--- config.mk ---
export PLATFORM = sky130hd
export DESIGN_NAME = prbs_sat_counter
export DESIGN_NICKNAME = d
export VERILOG_FILES = /design/src/rtl/prbs_sat_counter.sv
export SDC_FILE = /design/constraint.sdc
export NUM_CORES = 1
export LEC_CHECK = 0
export CAP_MARGIN = 25
export CORE_MARGIN = 2
export CORE_UTILIZATION = 30
export CTS_CLUSTER_SIZE = 30
export DETAILED_ROUTE_END_ITERATION = 10
export PLACE_DENSITY = 0.5
export SLEW_MARGIN = 5
export SYNTH_ARGS = -nofsm -noshare
export SYNTH_HDL_FRONTEND = slang
export SYNTH_SLANG_ARGS = --single-unit
--- constraint.sdc ---
create_clock -name clk -period 4.4 [get_ports clk]
set_input_delay 0.66 -clock clk [delete_from_list [all_inputs] [get_ports clk]]
set_output_delay 0.66 -clock clk [all_outputs]
set_load 0.02 [all_outputs]
--- src/rtl/prbs_sat_counter.sv ---
// CW-bit saturating event counter; a clear in the same cycle as an increment
// is applied first, so the result is 1.
module prbs_sat_counter #(
    parameter int CW = 16
) (
    input  logic          clk,
    input  logic          rst,
    input  logic          clr_i,
    input  logic          inc_i,
    output logic [CW-1:0] cnt_o
);

    logic [CW-1:0] cnt_q, cnt_d;

    always_comb begin
        cnt_d = clr_i ? '0 : cnt_q;
        if (inc_i && (cnt_d != '1)) begin
            cnt_d = cnt_d + 1'b1;
        end
    end

    always_ff @(posedge clk) begin
        if (rst) begin
            cnt_q <= '0;
        end else begin
            cnt_q <= cnt_d;
        end
    end

    assign cnt_o = cnt_q;

endmodule

==> qor.csv, run 1 <==
metric,value,unit
status,"complete, no violations",
initial DRC count,19,
syn nets,107,
Final Critical Period,2.43,ns
number of flip-flops in the largest register,16,
"slowest stage cell, crit path",clkdlybuf4s50_1,
Rows,19,
total track usage,0.139,
final worst slack,1.97,ns
Placed Instances,151,
YS warnings,0,
Pre-antenna DRT Iters,4,
cell count of the worst hold path,2,
FMAX,411,MHz
Worst slew margin,0.643,
drc violations,0,
Die H,57.6,um
GR Util met1,0.193,
Place WS,1.68,ns
post-CTS resize count,0,
Port Buffer Count,19,
Post-synth top flop,dfxtp_1,
worst-path cell chain,"clkdlybuf4s50_1, nand4b_1, or3_1, nor3_1, mux2_2",
H-tree level count,1,
WP data required,4.59,ns
Worst Path Arrival,2.62,ns
Worst Hold Slack,0.520,ns
total power,262,uW
mean post-synth cell area,8.37,um2
first-pass GRT wire length,3570,um
DRT Wirelength,2070,um
CTS sink cnt,16,
GR Layer Usage met2,0.206,
core footprint,2730,um2
synthesized area,862,um2
post-layout instance count excluding filler cells,155,
sequential area share after synthesis,0.372,
Setup-failing EPs final,0,
Die Wd,57.6,um
filler cell count,267,
share of cells above drive strength 1,0.0806,
Hold Path End,cnt_o[3],
vias in the first global route,804,
RSZ-0062 raised after global routing,false,
Reg2Reg Depth,4,
multi-input logic area,508,um2
initial antenna violation count,0,
CP max FO,13,
Ant. Diodes,0,
worst min path class,reg2reg,
met3 Track Usage GR,0.0499,
CTS buffer count,3,
library cells used by synthesis,32,
Static Leakage,0.000381,uW
fin crit share,0.553,
maximum clock path buffer count,2,
worst slew pin tran,0.531,ns
reg2reg start,cnt_o[6],
final layout net count,129,
Initial Utilization,0.315,
Skew-Pair Late Insertion Delay,0.29,ns
die footprint,3320,um2
Layout area overhead,29.0,%
Post-CTS Setup Inserts,0,
Post-CTS Hold Buffers,0,
Sequential Area,320,um2
CTS tree,built,
Ports,20,
RePlAce Congestion,0.763,
Max Slew Vio Count,0,
element type at the critical path start,input port,
register bit count reported by yosys,16,
Final Hold Fails,0,
wire per inst,13.3,um
Critical Path End Type,register,
"slowest stage delay, CP",0.62,ns
GRT Residual Overflow,0,
Post-synth EDFFs,0,
ANT nets after route,0,
Hold Startpoint,cnt_o[3],
PwrDens,235,nW/um2
gr busiest metal,met2,
Worst R2R End,cnt_o[9],
worst reg2reg setup slack,2.64,ns
max-cap violations,0,
Post-Syn Instances,103,
Worst Clk Skew,0.00872,ns
"Clk pin slew, worst setup/hold paths",0.10,ns
CTS Root Buffer Type,clkbuf_4,
Post-Route Setup TNS,0,ns
HPWL after DPL,1490,um
via count,851,
ys async rst share,0,
Max IR drop VDD,0.179,mV
largest net degree at the start of global routing,14,
Setup Crit Path Kind,in2reg,
via density per instance,5.49,
-- metal layers --
layer	routed length [um]	up-vias
met1	1050	399
met5	0	-
li1	-	427
met2	872	23
met4	16	0
met3	122	2
-- cells in the mapped netlist, types with 3 or more instances --
cell type	n	area (um2)
dfxtp_1	16	320
nor3_1	9	45.0
a21oi_1	8	40.0
nor2_1	7	26.3
o21ai_0	7	35.0
nand2_1	6	22.5
inv_1	5	18.8
nor4_1	4	25.0
or3_1	4	25.0
a211oi_1	3	22.5
and3_1	3	18.8
nand2b_1	3	18.8
nand3_1	3	15.0
nand4b_1	3	26.3
-- how the worst max path moves through the flow --
stage / start / to / cells after the start
2_1_floorplan: clr_i / cnt_o[9] / 5
3_3_place_gp: clr_i / cnt_o[9] / 5
3_5_place_dp: clr_i / cnt_o[9] / 5
4_1_cts: clr_i / cnt_o[9] / 5
5_1_grt: clr_i / cnt_o[1] / 5
6_report: clr_i / cnt_o[9] / 5
-- placed cells by master, fill, tap and decap left out, types with 2 or more instances in the layout --
cell	Yosys	layout
nor2_1	7	7
o21ai_0	7	7
clkbuf_4	0	3
inv_1	5	5
or3_1	4	4
clkdlybuf4s50_1	0	19
nand2b_1	3	3
a21oi_1	8	8
nor3_1	9	9
and3_1	3	3
and2b_1	2	2
nand4b_1	3	3
nand4_1	2	2
nand3_1	3	3
a211oi_1	3	3
nor2b_1	2	2
nor4_1	4	4
nand2_1	6	6
a31oi_1	2	2
dfxtp_1	16	16
-- per-stage QoR --
step           utilization  cell area (um2)
2_1_floorplan            -              862
3_3_place_gp         0.394             1080
3_5_place_dp         0.394             1080
4_1_cts              0.407             1110
5_1_grt              0.407             1110
6_report             0.407             1110
-- cell type report --
| cell class | instances | area share |
|---|---|---|
| Tap cell | 31 | 0.0349 |
| Timing Repair Buffer | 19 | 0.171 |
| Inverter | 5 | 0.0169 |
| Sequential cell | 16 | 0.288 |
| Clock buffer | 4 | 0.0326 |
| Multi-Input combinational cell | 80 | 0.457 |
-- critical path, delay by kind of cell --
family	cells	cell delay (ns)
buf+inv	1	0.62
simple gates	3	0.99
mux	1	0.35
-- kinds of logic after synthesis --
logic type             Yosys count  share of synthesized area
muxes                            2                     0.0247
AOI/OAI and AO/OA               22                      0.145
DFF                             16                      0.372
buffers and inverters            7                     0.0392
and+or+nand+nor                 56                      0.419
-- where the power goes --
part	leakage [uW]	total, uW	internal, uW	switching [uW]
clock network	0.0000210	99.9	50.5	49.4
logic	0.000231	14.9	6.45	8.43
registers	0.000129	147	146	1.44
Power figures use the tool's default switching activity.
==> run 2, diff against run 1 <==
==> constraint.sdc (replaced) <==
create_clock -name clk -period 2.5 [get_ports clk]
set_input_delay 0.375 -clock clk [delete_from_list [all_inputs] [get_ports clk]]
set_output_delay 0.375 -clock clk [all_outputs]
set_load 0.02 [all_outputs]
==> qor.csv, run 2 (synthesis gave the netlist of run 1 again) <==
metric,value,unit,change
wire per inst,13.5,um,+1.0%
final worst slack,0.484,ns,-1.48 ns
final layout net count,130,,+0.78%
Clk pwr share,0.318,,-0.063
most frequent cells in the layout,"clkdlybuf4s50_1, dfxtp_1, nor3_1, a21oi_1",,
CP max FO,7,,-6
fin crit share,0.806,,
die footprint,3320,um2,unchanged
logic gate share of total power,0.065,,+0.008
Post-Route Setup TNS,0,ns,unchanged
largest net degree at the start of global routing,10,,-4
worst slew pin tran,0.471,ns,-0.0596 ns
Flop pwr share,0.617,,+0.055
Final Hold Fails,0,,unchanged
element type at the critical path start,input port,,
filler cell count,281,,+5.2%
initial DRC count,27,,+8
switch share,0.227,,+0.000325
share of cells above drive strength 1,0.0806,,unchanged
switching power,95.1,uW,+60%
Max Slew Vio Count,0,,unchanged
Pre-antenna DRT Iters,4,,unchanged
Sequential Area,320,um2,unchanged
WP data required,2.68,ns,-1.91 ns
via density per instance,5.43,,-1.1%
Worst R2R End,cnt_o[9],,
Reg2Reg Depth,4,,unchanged
total power,420,uW,+60%
"commonest non-fill, non-tap cell in the layout",clkdlybuf4s50_1,,
total track usage,0.136,,-0.00314
PwrDens,379,nW/um2,+61%
Final Core Density,0.405,,-0.00229
Worst setup startpoint,inc_i,,
CP Capture Point,cnt_o[9],,
met3 Track Usage GR,0.0499,,unchanged
H-tree level count,1,,unchanged
Post-CTS Hold Buffers,0,,unchanged
Ant. Diodes,0,,unchanged
Max IR drop VDD,0.210,mV,+18%
Port Buffer Count,19,,unchanged
ANT nets after route,0,,unchanged
RSZ-0062 raised after global routing,false,,
"Clk pin slew, worst setup/hold paths",0.09,ns,about the same
Layout area overhead,28.3,%,
worst reg2reg setup slack,0.74,ns,-1.90 ns
Critical Path End Type,register,,
CTS Root Buffer Type,clkbuf_4,,
GR Util met1,0.185,,-0.00781
status,"complete, no violations",,
Setup Crit Path Kind,in2reg,,
RePlAce Congestion,0.728,,-4.6%
Worst Clk Skew,0.00664,ns,-0.00208 ns
via count,842,,-1.1%
drc violations,0,,unchanged
first-pass GRT wire length,3480,um,-2.5%
Die Wd,57.6,um,unchanged
Post-CTS Setup Inserts,0,,unchanged
max-cap violations,0,,unchanged
FMAX,496,MHz,
Worst slew margin,0.683,,+0.0401
GR Layer Usage met2,0.200,,-0.00649
maximum clock path buffer count,2,,unchanged
worst min path class,reg2reg,,
CTS tree,built,,
number of flip-flops in the largest register,16,,unchanged
Initial Utilization,0.315,,unchanged
vias in the first global route,776,,-3.5%
Worst Hold Slack,0.515,ns,-0.00590 ns
Static Leakage,0.000379,uW,-0.63%
Worst Path Arrival,2.20,ns,-0.42 ns
post-CTS resize count,0,,unchanged
DRT Wirelength,2090,um,+1.0%
CTS buffer count,3,,unchanged
GRT Residual Overflow,0,,unchanged
Ports,20,,unchanged
gr busiest metal,met2,,
Setup-failing EPs final,0,,unchanged
HPWL after DPL,1580,um,+6.2%
reg2reg start,cnt_o[1],,
Place WS,0.201,ns,-1.48 ns
Die H,57.6,um,unchanged
Skew-Pair Late Insertion Delay,0.28,ns,about the same
CTS sink cnt,16,,unchanged
Rows,19,,unchanged
multi-input logic area,508,um2,unchanged
initial antenna violation count,0,,unchanged
core footprint,2730,um2,unchanged
Final Critical Period,2.02,ns,
internal power,324,uW,+60%
[run 2: power by group through the flow]
stage	clock, uW	combinational [uW]	sequential [uW]
finish	133	27.3	259
global route	153	29.9	259
CTS	141	27.6	259
detailed placement	0	27.3	265
global placement	0	27.7	265
floorplan	0	13.0	266
[run 2: how the worst min path moves through the flow]
stage          slack [ns]         to  cells after the start  startpoint
6_report             0.51  cnt_o[13]                      2   cnt_o[13]
5_1_grt              0.57   cnt_o[3]                      2    cnt_o[3]
4_1_cts              0.52  cnt_o[13]                      2   cnt_o[13]
3_5_place_dp         0.50  cnt_o[13]                      2   cnt_o[13]
3_3_place_gp         0.50  cnt_o[13]                      2   cnt_o[13]
2_1_floorplan        0.48   cnt_o[0]                      1       inc_i
[run 2: layout make-up]
| class | instances | share of cell area |
|---|---|---|
| Timing Repair Buffer | 20 | 0.179 |
| Tap cell | 31 | 0.0351 |
| Inverter | 5 | 0.0170 |
| Sequential cell | 16 | 0.290 |
| Clock buffer | 3 | 0.0204 |
| Multi-Input combinational cell | 80 | 0.459 |
[run 2: critical path: stages]
cell and delay [ns]:
clkdlybuf4s50_1 0.65, nand4b_4 0.16, or3_1 0.45, nor3_1 0.21, mux2_2 0.35
[run 2: per-stage QoR]
stage / std cells / area (um2)
CTS: 155 / 1110
detailed placement: 152 / 1080
global placement: 152 / 1080
floorplan: 103 / 862
finish: 155 / 1110
global route: 155 / 1110
[run 2: per-layer routing]
metal  wire length, um  part of all wire
met5                 0                 0
met4                16            0.0077
met3               113             0.054
met2               921              0.44
met1              1040              0.50
==> run 3, diff against run 2 <==
==> constraint.sdc (replaced) <==
create_clock -name clk -period 2 [get_ports clk]
set_input_delay 0.3 -clock clk [delete_from_list [all_inputs] [get_ports clk]]
set_output_delay 0.3 -clock clk [all_outputs]
set_load 0.02 [all_outputs]
==> qor.csv, run 3 (synthesis gave the netlist of run 1 again) <==
metric,value,unit,change
worst min path class,reg2reg,,
initial antenna violation count,0,,unchanged
RePlAce Congestion,0.737,,+1.2%
Worst slew margin,0.791,,+0.108
internal power,409,uW,+26%
Static Leakage,0.000450,uW,+19%
drc violations,0,,unchanged
Die Wd,57.6,um,unchanged
PwrDens,439,nW/um2,+16%
Critical Path End Type,register,,
final worst slack,0.128,ns,-0.356 ns
fin crit share,0.936,,
Setup Crit Path Kind,in2reg,,
Worst Clk Skew,0.00341,ns,-0.00323 ns
post-CTS resize count,0,,unchanged
H-tree level count,1,,unchanged
ANT nets after route,0,,unchanged
Flop pwr share,0.605,,-0.012
cell count of the worst hold path,2,,unchanged
worst slew pin tran,0.310,ns,-0.161 ns
Final Critical Period,1.87,ns,
Post-CTS Hold Buffers,0,,unchanged
Post-CTS Setup Inserts,0,,unchanged
RSZ-0062 raised after global routing,false,,
Skew-Pair Late Insertion Delay,0.28,ns,about the same
share of cells above drive strength 1,0.180,,+0.0992
switch share,0.234,,+0.00734
Place WS,-0.159,ns,-0.360 ns
die footprint,3320,um2,unchanged
CTS tree,built,,
Clk pwr share,0.323,,+0.005
max-cap violations,0,,unchanged
first-pass GRT wire length,3800,um,+9.1%
"commonest non-fill, non-tap cell in the layout",clkdlybuf4s50_1,,
Worst Path Arrival,2.05,ns,-0.15 ns
post-layout instance count excluding filler cells,170,,+9.7%
Die H,57.6,um,unchanged
Ports,20,,unchanged
Initial Utilization,0.315,,unchanged
CP max FO,8,,+1
final layout net count,145,,+12%
HPWL after DPL,1640,um,+3.9%
Placed Instances,167,,+9.9%
"Clk pin slew, worst setup/hold paths",0.10,ns,about the same
logic gate share of total power,0.072,,+0.007
GRT Residual Overflow,0,,unchanged
maximum clock path buffer count,2,,unchanged
most frequent cells in the layout,"clkdlybuf4s50_1, dfxtp_1, buf_4, nor3_1, a21oi_1",,
Pre-antenna DRT Iters,4,,unchanged
Port Buffer Count,19,,unchanged
via density per instance,5.14,,-5.4%
filler cell count,266,,-5.3%
status,"complete, no violations",,
DRT Wirelength,2190,um,+4.9%
Max IR drop VDD,0.468,mV,+120%
Ant. Diodes,0,,unchanged
element type at the critical path start,input port,,
WP data required,2.18,ns,-0.50 ns
CTS buffer count,3,,unchanged
switching power,125,uW,+32%
Reg2Reg Depth,4,,unchanged
largest net degree at the start of global routing,9,,-1
vias in the first global route,876,,+13%
CTS Root Buffer Type,clkbuf_4,,
number of flip-flops in the largest register,16,,unchanged
initial DRC count,12,,-56%
via count,874,,+3.8%
FMAX,534,MHz,
Layout area overhead,41.4,%,
Max Slew Vio Count,0,,unchanged
core footprint,2730,um2,unchanged
total track usage,0.147,,+0.0110
Setup-failing EPs final,0,,unchanged
wire per inst,12.9,um,-4.3%
Rows,19,,unchanged
Final Hold Fails,0,,unchanged
CTS sink cnt,16,,unchanged
-- run 3: changes by cell type in the layout (fill, tap and decap cells not counted), sizes merged --
| cell | change |
|---|---|
| buf | +15 |
-- run 3: routing by layer --
metal | vias up | routed length, um | GRT usage
li1 | 459 | - | -
met2 | 18 | 948 | 0.231
met3 | 2 | 79 | 0.0408
met5 | - | 0 | 0
met1 | 395 | 1140 | 0.201
met4 | 0 | 18 | 0.0299
-- run 3: worst paths after layout --
kind / from / endpoint / slack [ns]
max reg2reg: cnt_o[1] / cnt_o[14] / 0.28
max: clr_i / cnt_o[9] / 0.13
min reg2reg: cnt_o[13] / cnt_o[13] / 0.52
min: cnt_o[13] / cnt_o[13] / 0.52
-- run 3: cell type report --
cell class / instances / area (um2) / share of cell area
Timing Repair Buffer: 35 / 310 / 0.255
Sequential cell: 16 / 320 / 0.263
Multi-Input combinational cell: 80 / 508 / 0.417
Tap cell: 31 / 38.8 / 0.0318
Clock buffer: 3 / 22.5 / 0.0185
Inverter: 5 / 18.8 / 0.0154
-- run 3: power by group through the flow --
stage                     registers, uW  logic [uW]  clock network, uW
after global routing                324        41.9                196
after CTS                           323        38.9                182
final                               324        38.6                172
after detailed placement            331        38.7                  0
after floorplan                     333        16.2                  0
after global placement              331        38.8                  0
-- run 3: per-stage QoR --
step | total power, uW | utilization | hold WS (ns) | setup TNS (ns) | area (um2)
final | 535 | 0.446 | 0.523 | 0 | 1220
after global routing | 561 | 0.446 | 0.545 | 0 | 1220
after CTS | 544 | 0.446 | 0.524 | 0 | 1220
after detailed placement | 370 | 0.438 | 0.508 | -0.598 | 1200
after global placement | 370 | 0.438 | 0.499 | -0.445 | 1200
after floorplan | 349 | - | 0.400 | 0 | 862
-- run 3: worst max-delay path, cell delays in order --
cell	delay [ns]
clkdlybuf4s50_1	0.54
nand4b_4	0.24
or3_1	0.41
nor3_1	0.21
mux2_2	0.35
==> variant 1 (settings of run 3) <==
Set the parameter `CW` to 15 (it was 16).
--- a/src/rtl/prbs_sat_counter.sv
+++ b/src/rtl/prbs_sat_counter.sv
@@ -1,7 +1,7 @@
 // CW-bit saturating event counter; a clear in the same cycle as an increment
 // is applied first, so the result is 1.
 module prbs_sat_counter #(
-    parameter int CW = 16
+    parameter int CW = 15
 ) (
     input  logic          clk,
     input  logic          rst,
Ports: changed (resized cnt_o); port bits go from 20 to 19. No check against the original RTL was run, so the function may have changed too.
==> variant 1 against run 3 <==
- wire length is 20% higher
- sequential cell count down 1
- synthesized area up 8.9%
- hold slack improved by 0.0061 ns
- count of clock-buffer cells in the layout up 1
- worst setup slack better by 0.043 ns
- clock skew increased by 0.0064 ns
- total power is 5.7% higher
- final area is 10% higher
- core utilization rose by 0.17 points
- via count is 13% higher
- critical path type is now flop to flop
- critical endpoint is now cnt_o[10]
- largest cell class unchanged
- highest routed layer unchanged
==> variant 1: results (changes against run 3) <==
- Worst path slowest cell: or4_1 (was clkdlybuf4s50_1)
- Flip-flop count of the largest register, all copies and words added: 15 (was 16)
- Outcome: finished, final reports clean (unchanged)
- Comb_multi_in: 89 (was 80)
- Hold Path End: cnt_o[8] (was cnt_o[13])
- Count of cells along the worst register-to-register path: 6 (was 4)
- Worst reg-to-reg setup slack: 0.17 ns (was 0.28 ns)
- Number of synthesized register bits: 15 (was 16)
- Area of combinational cells with multiple inputs: 612 sq um (was 508 sq um)
- Most frequent cells after synthesis: 15 x dfxtp_1, 10 x a21oi_1, 9 x nand2_1, 8 x nor2b_1, 7 x nor2_1 (was 16 x dfxtp_1, 9 x nor3_1, 8 x a21oi_1, 7 x nor2_1, 7 x o21ai_0)
- Sequential area share after synthesis: 32.0% (was 37.2%)
- Leakage power total: 0.546 nW (was 0.450 nW)
- Routing usage on met3: 3.25% (was 4.08%)
- Wire length of the first global-routing pass: 4.32 mm (was 3.80 mm)
- Met2 WL post-DR: 1.26 mm (was 948 microns)
- Setup slack at placement: -0.263 ns (was -0.159 ns)
- Global-route usage over all layers: 16.0% (was 14.7%)
- Source of the critical timing path: cnt_o[0] (was clr_i)
- Total via count in the routed design: 984 (was 874)
- End of the worst register-to-register path: cnt_o[10] (was cnt_o[14])
- Highest net fanout along the worst path: 6 (was 8)
- Number of inserted filler cells in the final layout: 298 (was 266)
- Cells taking the most area after synthesis: dfxtp_1 32%, a21oi_1 5.3%, nor2b_1 5.3% (was dfxtp_1 37%, nor3_1 5.2%, a21oi_1 4.6%)
- Power density cells: 420 nW/um^2 (was 439 nW/um^2)
- Max Clock Freq: 547 MHz (was 534 MHz)
- Final GP Congestion: 0.799 (was 0.737)
- Nets@finish: 156 (was 145)
- Cell internal power dissipation: 0.000417 W (was 0.000409 W)
- Pin count of the biggest net entering global routing: 11 (was 9)
- Worst Hold Slack: 0.529 ns (was 0.523 ns)
- Routed met1 length: 1.26 mm (was 1.14 mm)
- Number of non-clock inverters in the layout: 3 (was 5)
- Clock buffer count in the final layout: 4 (was 3)
variant 1: cell types whose count changed in the layout (fill, tap and decap cells not counted), moves of 3 or more:
| cell | run 3 | this run |
|---|---|---|
| nor4_1 | 4 | 1 |
| nor2b_1 | 2 | 6 |
| nand3_1 | 3 | 6 |
| o31ai_1 | 1 | 6 |
| buf_4 | 16 | 20 |
| nor3_1 | 9 | 2 |
| a211oi_1 | 3 | 0 |
| o21ai_0 | 7 | 1 |
| nand2_1 | 6 | 9 |
| or4_1 | 1 | 5 |
variant 1: logic make-up (layout without fill, tap and decap cells):
family	Yosys count	in the layout	synth area share, %
AO/OA/AOI/OAI	24	24	16.7
adder cells (fa/ha/maj)	1	1	1.33
buffers and inverters	9	46	4.13
flip-flops	15	15	32.0
multiplexers	3	3	3.20
AND/OR/NAND/NOR	61	61	42.7
variant 1: tightest hold or removal path, delay by kind of cell (launching register included):
family	cells	cell delay, ns
flip-flops	1	0.36
AO/OA/AOI/OAI	2	0.14
==> variant 2 (config.mk and constraints of run 3) <==
Without the edit above. Reset style: asynchronous (`rst`), changed in one clocked block.
--- a/src/rtl/prbs_sat_counter.sv
+++ b/src/rtl/prbs_sat_counter.sv
@@ -19,7 +19,7 @@
         end
     end
 
-    always_ff @(posedge clk) begin
+    always_ff @(posedge clk or posedge rst) begin
         if (rst) begin
             cnt_q <= '0;
         end else begin
Formal check against the unedited RTL: differs if rst is asserted again (counterexample within 4 cycles, from zero or initial values and one cycle with rst high); with rst held inactive, the same outputs for 10 cycles.
==> variant 2 against run 3 <==
- final area is 7.8% lower
- sequential cell count stayed put
- maximum frequency is 10% higher
- wire length is 13% lower
- synthesized area is 3.0% lower
- count of clock-buffer cells in the layout is 1 higher
- total power is 15% higher
- clock skew is 0.00053 ns lower
- worst setup slack better by 0.17 ns
- highest routed layer unchanged
==> variant 2: results (changes against run 3) <==
- Clk_skew: 0.00289 ns (was 0.00341 ns)
- Share of cells above drive strength 1: 10.9% (was 18.0%)
- Worst path slowest cell: clkdlybuf4s50_1 (unchanged)
- Number of levels the H-tree was split into: 1 (unchanged)
- Met3 Wirelength: 92 microns (was 79 microns)
- Clock slew at the register clock pins of the worst setup and hold paths: 0.10 ns (about the same)
- Worst vdd rail ir drop: 0.288 mV (was 0.468 mV)
- Final GP Congestion: 0.739 (was 0.737)
- Count of port buffers added during placement: 19 (unchanged)
- Layout Cell Area excl Fill: 1120 sq um (was 1220 sq um)
- Met2 Track Usage GR: 18.6% (was 23.1%)
- Vias per Instance: 5.45 (was 5.14)
- Library cell used as clock root buffer: clkbuf_4 (unchanged)
- Routing usage on met3: 2.76% (was 4.08%)
- Hold Crit Class: primary input to async pin (was flop to flop)
- Global routing met1 resource utilization: 16.9% (was 20.1%)
- Flip-flop count of the largest register, all copies and words added: 16 (unchanged)
- Placed wire-length estimate: 1.36 mm (was 1.64 mm)
- Netlist cell types: 33 (was 32)
- Sequential area share after synthesis: 47.9% (was 37.2%)
- Vias in the first global route: 700 (was 876)
- Global-route usage over all layers: 12.4% (was 14.7%)
- Outcome: finished, final reports clean (unchanged)
- Cells taking the most area after synthesis: dfrtp_1 48%, xnor2_1 5.2%, nand2b_1 3.7% (was dfxtp_1 37%, nor3_1 5.2%, a21oi_1 4.6%)
- Cell family contributing the most delay on the critical path: buffers and inverters (was simple AND/OR/NAND/NOR gates)
- Per-cell routed wire length: 13.5 microns (was 12.9 microns)
- Number of gates resized after cts: 0 (unchanged)
- DR iter-0 viols: 32 (was 12)
- Post-synthesis average cell area: 9.83 sq um (was 8.37 sq um)
- Nets@finish: 115 (was 145)
- Clock buffers created by TritonCTS: 3 (unchanged)
- Number of inserted filler cells in the final layout: 281 (was 266)
- Ys Warns: 0 (unchanged)
- Met2 WL post-DR: 859 microns (was 948 microns)
- Most frequent cells after synthesis: 16 x dfrtp_1, 6 x a21oi_1 (was 16 x dfxtp_1, 9 x nor3_1, 8 x a21oi_1, 7 x nor2_1, 7 x o21ai_0)
- Critical path's largest stage delay: 0.64 ns (was 0.54 ns)
- Detailed-routing iteration count for the pre-antenna-repair pass: 4 (unchanged)
- Top sig layer: met4 (unchanged)
- Setup slack at placement: 0.0483 ns (was -0.159 ns)
- Critical path data arrival time: 1.40 ns (was 2.05 ns)
- Cells after DPL: 137 (was 167)
- Syn nets: 89 (was 107)
- Slew HR: 57.0% (was 79.1%)
- Routed met1 length: 922 microns (was 1.14 mm)
- Pin count of the biggest net entering global routing: 17 (was 9)
- Total via count in the routed design: 769 (was 874)
- Clk_lat worst skew: 0.29 ns
- Share of synthesized flip-flops with an asynchronous set or reset: 100% (was 0%)
- Wire length of the first global-routing pass: 3.12 mm (was 3.80 mm)
- Leading register cell type out of synthesis: dfrtp_1 (was dfxtp_1)
- Leakage power total: 0.444 nW (was 0.450 nW)
-- variant 2: cell types whose count changed after synthesis, sizes merged, moves of 3 or more --
cell and change:
dfrtp +16, nand4b -3, nor4 -4, o21ai -5, xnor2 +5, or3 -5, dfxtp -16, nor3 -4
-- variant 2: where the power goes --
| group | internal (W) | total (W) | leakage, nW | switching, W |
|---|---|---|---|---|
| logic | 0.0000283 | 0.0000574 | 0.202 | 0.0000291 |
| registers | 0.000329 | 0.000338 | 0.220 | 0.00000887 |
| clock network | 0.000111 | 0.000219 | 0.0210 | 0.000108 |
| total | 0.000469 | 0.000615 | 0.444 | 0.000146 |
-- variant 2: final timing paths --
| path | start | end | slack (ns) | depth (start not counted) |
|---|---|---|---|---|
| max in group asynchronous | rst | cnt_o[2] | 1.20 | 2 |
| max | cnt_o[5] | cnt_o[5] | 0.30 | 1 |
| min in group clk | cnt_o[2] | cnt_o[2] | 0.56 | 1 |
| min reg2reg | cnt_o[2] | cnt_o[2] | 0.56 | 1 |
| min | rst | cnt_o[9] | 0.39 | 2 |
| max reg2reg | cnt_o[2] | cnt_o[10] | 0.38 | 4 |
-- variant 2: area by class of cell --
cell class / instances / area share (%)
Inverter: 3 / 1.00
Timing Repair Buffer: 23 / 19.6
Multi-Input combinational cell: 64 / 37.1
Sequential cell: 16 / 35.6
Tap cell: 31 / 3.45
Clock buffer: 4 / 3.23
-- variant 2: logic make-up (layout without fill, tap and decap cells) --
kind of cell / after synthesis / in the layout / synth area share (%)
flip-flops: 16 / 16 / 47.9
AO/OA/AOI/OAI: 18 / 18 / 14.4
buffers and inverters: 5 / 30 / 2.25
XOR/XNOR: 5 / 5 / 5.24
multiplexers: 1 / 1 / 1.35
AND/OR/NAND/NOR: 40 / 40 / 28.9
